===== config.mk =====
export PLATFORM = sky130hd
export DESIGN_NAME = bcd_display_driver
export DESIGN_NICKNAME = d
export VERILOG_FILES = /design/src/rtl/bcd_display_driver.sv
export SDC_FILE = /design/constraint.sdc
export NUM_CORES = 1
export LEC_CHECK = 0
export ABC_CLOCK_PERIOD_IN_PS = 4600
export BUFFER_PORTS_ARGS = -buffer_cell sky130_fd_sc_hd__buf_2
export CAP_MARGIN = 40
export CORE_MARGIN = 3
export CORE_UTILIZATION = 55
export CTS_CLUSTER_SIZE = 16
export DETAILED_ROUTE_END_ITERATION = 10
export GPL_TIMING_DRIVEN = 1
export PLACE_DENSITY = 0.78
export SLEW_MARGIN = 5
export SYNTH_ARGS = -nofsm -noshare
export SYNTH_HDL_FRONTEND = slang
export SYNTH_SLANG_ARGS = --single-unit

===== constraint.sdc =====
create_clock -name clk -period 4.6 [get_ports clk]
set_clock_uncertainty 0.15 [all_clocks]
set_input_delay 0.46 -clock clk [delete_from_list [all_inputs] [get_ports clk]]
set_output_delay 0.46 -clock clk [all_outputs]
set_load 0.02 [all_outputs]

===== src/rtl/bcd_display_driver.sv =====
// bcd_display_driver: captures a print strobe, converts the value to BCD by
// double-dabble, and scans a blanked 4-digit 7-segment display.
module bcd_display_driver #(
    parameter int REFRESH_DIV    = 100000,
    parameter bit SEG_ACTIVE_LOW = 1
) (
    input  logic       clk,
    input  logic       rst,
    input  logic       print_n,
    input  logic [7:0] value,
    output logic [6:0] seg,
    output logic       dp,
    output logic [3:0] an,
    output logic       busy,
    output logic       overrun
);
    localparam int CW = (REFRESH_DIV > 2) ? $clog2(REFRESH_DIV) : 1;
    localparam logic [6:0] SEG_LUT [16] = '{
        7'h40, 7'h79, 7'h24, 7'h30, 7'h19, 7'h12, 7'h02, 7'h78,
        7'h00, 7'h10, 7'h7F, 7'h7F, 7'h7F, 7'h7F, 7'h7F, 7'h7F
    };

    typedef enum logic [1:0] {IDLE, CONV, LOAD} state_t;

    state_t          state, state_nxt;
    logic            prev_n, capture, load;
    logic [19:0]     sr, adj;
    logic [2:0]      cnt;
    logic [3:0]      hund, tens, ones, dig;
    logic            loaded, blank;
    logic [CW-1:0]   scan;
    logic [1:0]      idx;
    logic [6:0]      seg_q, code;
    logic [3:0]      an_q;

    function automatic logic [3:0] nib(input logic [3:0] n);
        return (n >= 4'd5) ? n + 4'd3 : n;
    endfunction

    assign capture = !print_n && prev_n;

    always_ff @(posedge clk) begin
        if (rst) state <= IDLE;
        else     state <= state_nxt;
    end

    always_comb begin
        state_nxt = (state == IDLE && capture)      ? CONV :
                    (state == CONV && cnt == 3'd7)  ? LOAD :
                    (state == LOAD)                 ? IDLE : state;
    end

    always_comb begin
        busy = (state != IDLE);
        load = (state == LOAD);
    end

    always_comb begin
        adj   = {nib(sr[19:16]), nib(sr[15:12]), nib(sr[11:8]), sr[7:0]};
        dig   = (idx == 2'd0) ? ones : (idx == 2'd1) ? tens : hund;
        blank = !loaded || idx == 2'd3 || (idx == 2'd2 && hund == 4'd0) ||
                (idx == 2'd1 && hund == 4'd0 && tens == 4'd0);
        code  = blank ? 7'h7F : SEG_LUT[dig];
    end

    always_ff @(posedge clk) begin
        if (rst) begin
            prev_n  <= 1'b1;
            overrun <= 1'b0;
            sr      <= '0;
            cnt     <= '0;
            hund    <= '0;
            tens    <= '0;
            ones    <= '0;
            loaded  <= 1'b0;
            scan    <= '0;
            idx     <= '0;
            seg_q   <= 7'h7F;
            an_q    <= 4'b1110;
        end else begin
            prev_n <= print_n;
            if (capture && busy) overrun <= 1'b1;
            if (capture && !busy) begin
                sr  <= {12'b0, value};
                cnt <= '0;
            end
            if (state == CONV) begin
                sr  <= adj << 1;
                cnt <= cnt + 3'd1;
            end
            if (load) begin
                hund   <= sr[19:16];
                tens   <= sr[15:12];
                ones   <= sr[11:8];
                loaded <= 1'b1;
            end
            if (scan == CW'(REFRESH_DIV - 1)) begin
                scan <= '0;
                idx  <= idx + 2'd1;
            end else begin
                scan <= scan + 1'b1;
            end
            // seg and an come from the same index so they always switch together
            seg_q <= code;
            an_q  <= ~(4'b0001 << idx);
        end
    end

    assign seg = SEG_ACTIVE_LOW ? seg_q : ~seg_q;
    assign an  = SEG_ACTIVE_LOW ? an_q : ~an_q;
    assign dp  = SEG_ACTIVE_LOW;
endmodule


==> parameters.txt, run 1 <==
Parameter                              Value

Timing
  Fmax achieved    439 MHz
  Final clock period utilization by the worst path    0.496
  Slew of the pin with the lowest slew margin    0.924 ns
  Final setup viols    0
  Number of hold-slack violations in the final timing report    0
  Final min period    2.28 ns
  Max-Slew Margin vs Limit    0.376
  Final count of pins violating max slew    0
  Final total negative setup slack    0 ns
  Unrepaired setup endpoints after global routing    false
  Final Worst Setup Slack    2.32 ns

Clock tree
  Post-cts repair resize count    0
  Clock buffer count from CTS    9
  H-tree levels    3
  CTS tree    yes
  Buffer type at the clock tree root    clkbuf_8
  Post-CTS Hold Fix Bufs    0
  # clock sinks    70
  Post-CTS setup-driven buffer insertion count    0
  Maximum buffer depth of the clock tree    2
  CTS clock-pin slew for the worst setup and hold paths    0.07 ns
  Clock latency reported for the late side of the worst-skew pair    0.35 ns

Global routing
  Maximum number of pins on one net before global-route repair    51
  First-pass GRT wire length    9.60 mm
  Total routing resource utilization after global routing    0.190
  Number of global-route vias before repair    2,309
  Overflow left after global routing    0
  Initial antenna violation count    0

Placement
  DP Area    0.00319 mm2
  Count of buffers inserted at the top-level ports    23
  Final HPWL from detailed placement    3.67 mm
  Worst setup slack after placement    2.20 ns
  Final Wtd Congestion    0.762
  Dpl cells    442

Synthesis
  Predominant post-synthesis flop cell    dfxtp_1
  EDFF count, synth    0
  Share of the yosys chip area belonging to registers    0.456
  Warning count from the yosys run    0
  Async set-or-reset flop fraction in the synthesized netlist    0
  Most numerous cell types in the synthesized netlist    dfxtp_1, nand2_1, nor2_1, a21oi_1
  Area contributors post-synth    dfxtp_1, a21oi_1, nand2_1, ha_1, nor2_1
  Post-Syn Area per Cell    8.40 um2
  Most numerous cell in the Yosys netlist    dfxtp_1
  Cell area after technology mapping    0.00308 mm2
  Most area-hungry cell type in the Yosys netlist    dfxtp_1
  Flip-flop and latch count after synthesis    70
  Yosys top cell area share    0.456
  Post-Syn Nets    391
  Unique masters post-synth    38
  Syn Inst Count    366

Routing
  Post-detailed-route count of antenna-violating nets    0
  Wirelength per Cell    11.7 um
  Post-detailed-routing wire length    5.38 mm
  Detailed Routing Iterations Pass 1    4
  Iter 0 DRT Violations    108
  Avg Vias per Cell    5.31
  Total via count after detailed routing    2,431
  Final routed DRC violation total    0

Pwr
  Gate power share    0.044
  Worst supply voltage drop on vdd    0.248 mV
  Leakage component of the power    0.00125 uW
  Int Power    951 uW
  Relative contribution of the clock network to total power    0.447
  Power per cell area    358 mW/mm2
  Net switching fraction of the power    0.221
  Part of the total power dissipated in sequential elements    0.509
  Switching component of the power    271 uW

Critical path
  Critical Path Start Type    flip-flop
  Worst path required time    4.62 ns
  Max Fanout on Critical Path    7
  Critical path data arrival time    2.30 ns
  Category of the critical setup timing path    reg2reg
  R2R cell count    6
  Critical path endpoint category    flip-flop

Finish
  Number of nets in the layout    408
  Post-synthesis to final-layout area growth    11.1%
  Final antenna diode count    0
  Final cell area excluding filler cells    0.00342 mm2
  Number of standard cells in the final layout excluding fillers    458
  Layout cell share with drive strength beyond 1    0.116
  Core occupancy in the finished layout    0.648

Hold path
  Number of cells on the worst hold path    2
  Class of the worst hold path    in2reg

Floorplan
  Horizontal die dimension    80.8 um
  Row count    26
  Die Area    0.00652 mm2
  Top Ports    25
  Vertical die dimension    80.8 um
  Effective utilization at floorplan    0.584
  Std-Cell Core Area    0.00527 mm2

Job
  Number of violations of the max-capacitance limit    0

Status
  Run status    complete, no violations
==> critical path, cell delays in order (launching register included) <==
cell,delay [ns]
dfxtp_1,0.38
inv_1,0.08
ha_1,0.29
a21oi_1,0.16
nor2_1,0.05
nor4b_1,0.76
o21ai_0,0.25
==> state kept, by name (all words and copies together) (netlist names) <==
name / flops
hund: 4
prev_n: 1
sr: 20
scan: 17
overrun: 1
loaded: 1
an: 4
tens: 4
idx: 2
ones: 4
cnt: 3
seg: 7
state: 2
==> through the flow <==
stage	hold WS (ns)	total power [uW]
after floorplan	0.259	679
after global placement	0.274	689
after detailed placement	0.295	690
after CTS	0.157	1230
after global routing	0.169	1270
final	0.166	1220
==> placed cells by master (no fill, tap or decap), types with 2 or more instances in the layout <==
cell / n
dfxtp_1: 70
nand2_1: 50
nor2_1: 41
a21oi_1: 39
buf_2: 23
inv_1: 15
nand3_1: 15
o21ai_0: 15
ha_1: 14
xnor2_1: 12
nor3_1: 11
clkbuf_8: 10
xor2_1: 9
nand2b_1: 8
a22oi_1: 8
mux2i_1: 7
nand4_1: 6
and3_1: 3
a31oi_1: 3
o21a_1: 2
o21ai_1: 2
nor2b_1: 2
or3_1: 2
and2_1: 2
bufinv_16: 2
clkinvlp_4: 2
clkinv_2: 2
==> layout make-up <==
class	instances	area, um2
multi-input combinational	263	1530
inverter	15	56.3
clock buffer	10	138
tap	70	87.6
sequential	70	1400
timing repair buffer	24	123
clock inverter	6	85.1
fill	460	1850
==> cells by family (layout without fill, tap and decap cells) <==
group | Yosys count | count (layout) | share of synthesized area
mux | 7 | 7 | 0.0228
flops | 70 | 70 | 0.456
xor+xnor | 21 | 21 | 0.0598
simple gates | 149 | 149 | 0.228
buf+inv | 33 | 55 | 0.0480
compound gates | 71 | 71 | 0.127
fa+ha+maj | 14 | 14 | 0.0570
other cells | 1 | 1 | 0.00122
==> worst paths after layout <==
check	endpoint	slack (ns)	start
setup / recovery	seg[2]	2.32	idx[1]
hold / removal	prev_n	0.17	print_n
setup reg to reg	seg[2]	2.32	idx[1]
hold reg to reg	scan[0]	0.29	scan[0]
==> layer usage <==
layer	wire length (um)	GRT usage
met1	2530	0.226
met2	2470	0.313
met3	263	0.0565
met4	113	0.0912
met5	0	0
==> power groups by stage <==
stage,Combinational (uW),Clock (uW),Sequential [uW]
2_1_floorplan,43.7,0,635
3_3_place_gp,53.1,0,635
3_5_place_dp,54.4,0,636
4_1_cts,54.7,558,622
5_1_grt,61.2,581,623
6_report,54.3,546,622
(Power assumes the default switching activity.)
==> run 2, diff against run 1 <==
--- a/config.mk
+++ b/config.mk
@@ -5,7 +5,7 @@
 export SDC_FILE = /design/constraint.sdc
 export NUM_CORES = 1
 export LEC_CHECK = 0
-export ABC_CLOCK_PERIOD_IN_PS = 4600
+export ABC_CLOCK_PERIOD_IN_PS = 2100
 export BUFFER_PORTS_ARGS = -buffer_cell sky130_fd_sc_hd__buf_2
 export CAP_MARGIN = 40
 export CORE_MARGIN = 3
==> constraint.sdc (replaced) <==
create_clock -name clk -period 2.1 [get_ports clk]
set_clock_uncertainty 0.15 [all_clocks]
set_input_delay 0.21 -clock clk [delete_from_list [all_inputs] [get_ports clk]]
set_output_delay 0.21 -clock clk [all_outputs]
set_load 0.02 [all_outputs]
==> parameters.txt, run 2 (same netlist as run 1, synthesis figures left out) <==
Parameter                              Value

Floorplan
  Horizontal die dimension    80.8 um (unchanged)
  Die Area    0.00652 mm2 (unchanged)
  Row count    26 (unchanged)
  Std-Cell Core Area    0.00527 mm2 (unchanged)
  Vertical die dimension    80.8 um (unchanged)
  Effective utilization at floorplan    0.584 (unchanged)
  Top Ports    25 (unchanged)

Timing
  Final total negative setup slack    0 ns (unchanged)
  Slew of the pin with the lowest slew margin    0.593 ns (was 0.924 ns)
  Final count of pins violating max slew    0 (unchanged)
  Final min period    1.98 ns (was 2.28 ns)
  Max-Slew Margin vs Limit    0.604 (was 0.376)
  Final clock period utilization by the worst path    0.943 (was 0.496)
  Final setup viols    0 (unchanged)
  Fmax achieved    505 MHz (was 439 MHz)
  Number of hold-slack violations in the final timing report    0 (unchanged)

Finish
  Layout cell share with drive strength beyond 1    0.143 (was 0.116)
  Core occupancy in the finished layout    0.667 (was 0.648)
  Max FFs per register    20 (unchanged)
  Final antenna diode count    0 (unchanged)
  Number of nets in the layout    419 (was 408)
  Top library cells by usage in the layout, fill and taps aside    dfxtp_1, nand2_1, nor2_1, a21oi_1, buf_2 (unchanged)
  Register with the highest flop count    sr (unchanged)
  Most common library cell in the layout ignoring fill and taps    dfxtp_1 (unchanged)
  Post-synthesis to final-layout area growth    14.4% (was 11.1%)
  Final cell area excluding filler cells    0.00352 mm2 (was 0.00342 mm2)
  Number of standard cells in the final layout excluding fillers    469 (was 458)

Status
  Run status    complete, no violations (unchanged)

Critical path
  Buffers and inverters on the worst path    3 (was 1)
  Category of the critical setup timing path    reg2reg (unchanged)
  Crit-path max cell delay    0.42 ns (was 0.76 ns)
  Top cell family by delay on the critical path    adder cells (was simple AND/OR/NAND/NOR gates)
  Max Fanout on Critical Path    10 (was 7)
  Critical path data arrival time    2.05 ns (was 2.30 ns)
  Cell seen most often among critical-path stages    inv_1
  Critical path endpoint category    flip-flop (unchanged)
  Crit path max-delay cell type    dfxtp_1 (was nor4b_1)
  Worst path required time    2.17 ns (was 4.62 ns)
  Critical Path Start Type    flip-flop (unchanged)
  Crit-path cells    inv_1 -> ha_2 -> nand2_1 -> o21a_1 -> inv_1 -> ha_1 -> inv_1 -> o21ai_1 -> nand4_1 (was inv_1 -> ha_1 -> a21oi_1 -> nor2_1 -> nor4b_1 -> o21ai_0)

Clock tree
  H-tree levels    3 (unchanged)
  Clock latency reported for the late side of the worst-skew pair    0.33 ns (was 0.35 ns)
  Clock buffer count from CTS    9 (unchanged)
  CTS tree    yes (unchanged)
  Buffer type at the clock tree root    clkbuf_8 (unchanged)
  Maximum buffer depth of the clock tree    2 (unchanged)
  # clock sinks    70 (unchanged)
  CTS clock-pin slew for the worst setup and hold paths    0.07 ns (about the same)

Pwr
  Worst supply voltage drop on vdd    0.538 mV (was 0.248 mV)
  Power consumption    2690 uW (was 1220 uW)
  Power per cell area    764 mW/mm2 (was 358 mW/mm2)
  Leakage component of the power    0.00130 uW (was 0.00125 uW)

Placement
  DP Area    0.00326 mm2 (was 0.00319 mm2)
  Dpl cells    451 (was 442)
  Count of buffers inserted at the top-level ports    23 (unchanged)
  Final HPWL from detailed placement    3.90 mm (was 3.67 mm)
  Final Wtd Congestion    0.825 (was 0.762)

Routing
  Iter 0 DRT Violations    130 (was 108)
  Wirelength per Cell    12.4 um (was 11.7 um)
  Total via count after detailed routing    2,543 (was 2,431)
  Avg Vias per Cell    5.42 (was 5.31)
  Detailed Routing Iterations Pass 1    4 (unchanged)
  Post-detailed-routing wire length    5.82 mm (was 5.38 mm)
  Post-detailed-route count of antenna-violating nets    0 (unchanged)
  Final routed DRC violation total    0 (unchanged)

Global routing
  First-pass GRT wire length    9.93 mm (was 9.60 mm)
  Overflow left after global routing    0 (unchanged)
  Number of global-route vias before repair    2,348 (was 2,309)
  Total routing resource utilization after global routing    0.194 (was 0.190)
  Initial antenna violation count    0 (unchanged)
  Maximum number of pins on one net before global-route repair    50 (was 51)

Job
  Number of violations of the max-capacitance limit    0 (unchanged)

Hold path
  Class of the worst hold path    in2reg (unchanged)
==> run 2: worst paths after layout <==
kind / from / to / slack, ns / depth (start not counted)
setup / recovery: idx[0] / seg[3] / 0.12 / 9
hold reg to reg: scan[0] / scan[0] / 0.30 / 1
hold / removal: value[6] / sr[6] / 0.01 / 3
setup reg to reg: idx[0] / seg[3] / 0.12 / 9
==> run 2: timing repair <==
| action | CTS | global route |
|---|---|---|
| gates resized for setup | 0 | 5 |
| buffers inserted | 0 | 1 |
| hold endpoints to repair | 1 | 0 |
| hold buffers | 1 | 0 |
| endpoints found under the setup margin | 0 | 6 |
==> run 2: power by group <==
| part | internal, uW | total (uW) | switching (uW) |
|---|---|---|---|
| clock | 697 | 1190 | 498 |
| sequential | 1350 | 1360 | 14.1 |
| combinational | 46.1 | 129 | 82.9 |
==> run 2: worst register-to-register path: stages, from the launching register on <==
cell and delay, ns:
dfxtp_1 0.42, inv_1 0.12, ha_2 0.26, nand2_1 0.10, o21a_1 0.17, inv_1 0.08, ha_1 0.29, inv_1 0.04
o21ai_1 0.13, nand4_1 0.11
==> run 2: per-layer routing <==
metal / global-route usage / wire, um / up-vias
li1: - / - / 1286
met1: 0.230 / 2700 / 1201
met2: 0.323 / 2780 / 41
met3: 0.0377 / 183 / 15
met4: 0.120 / 156 / 0
met5: 0 / 0 / -
==> run 2: layout make-up <==
cell class	instances	area [um2]
Sequential cell	70	1400
Clock inverter	6	85.1
Multi-Input combinational cell	263	1540
Clock buffer	10	138
Inverter	15	56.3
Timing Repair Buffer	35	208
Tap cell	70	87.6
Fill cell	458	1750
==> run 2: metrics by stage <==
stage	setup slack (ns)	hold WS, ns
global route	-0.000751	0.0271
finish	0.119	0.0140
CTS	0.0139	0.00487
detailed placement	0.0583	0.266
floorplan	0.132	0.167
global placement	0.177	0.261
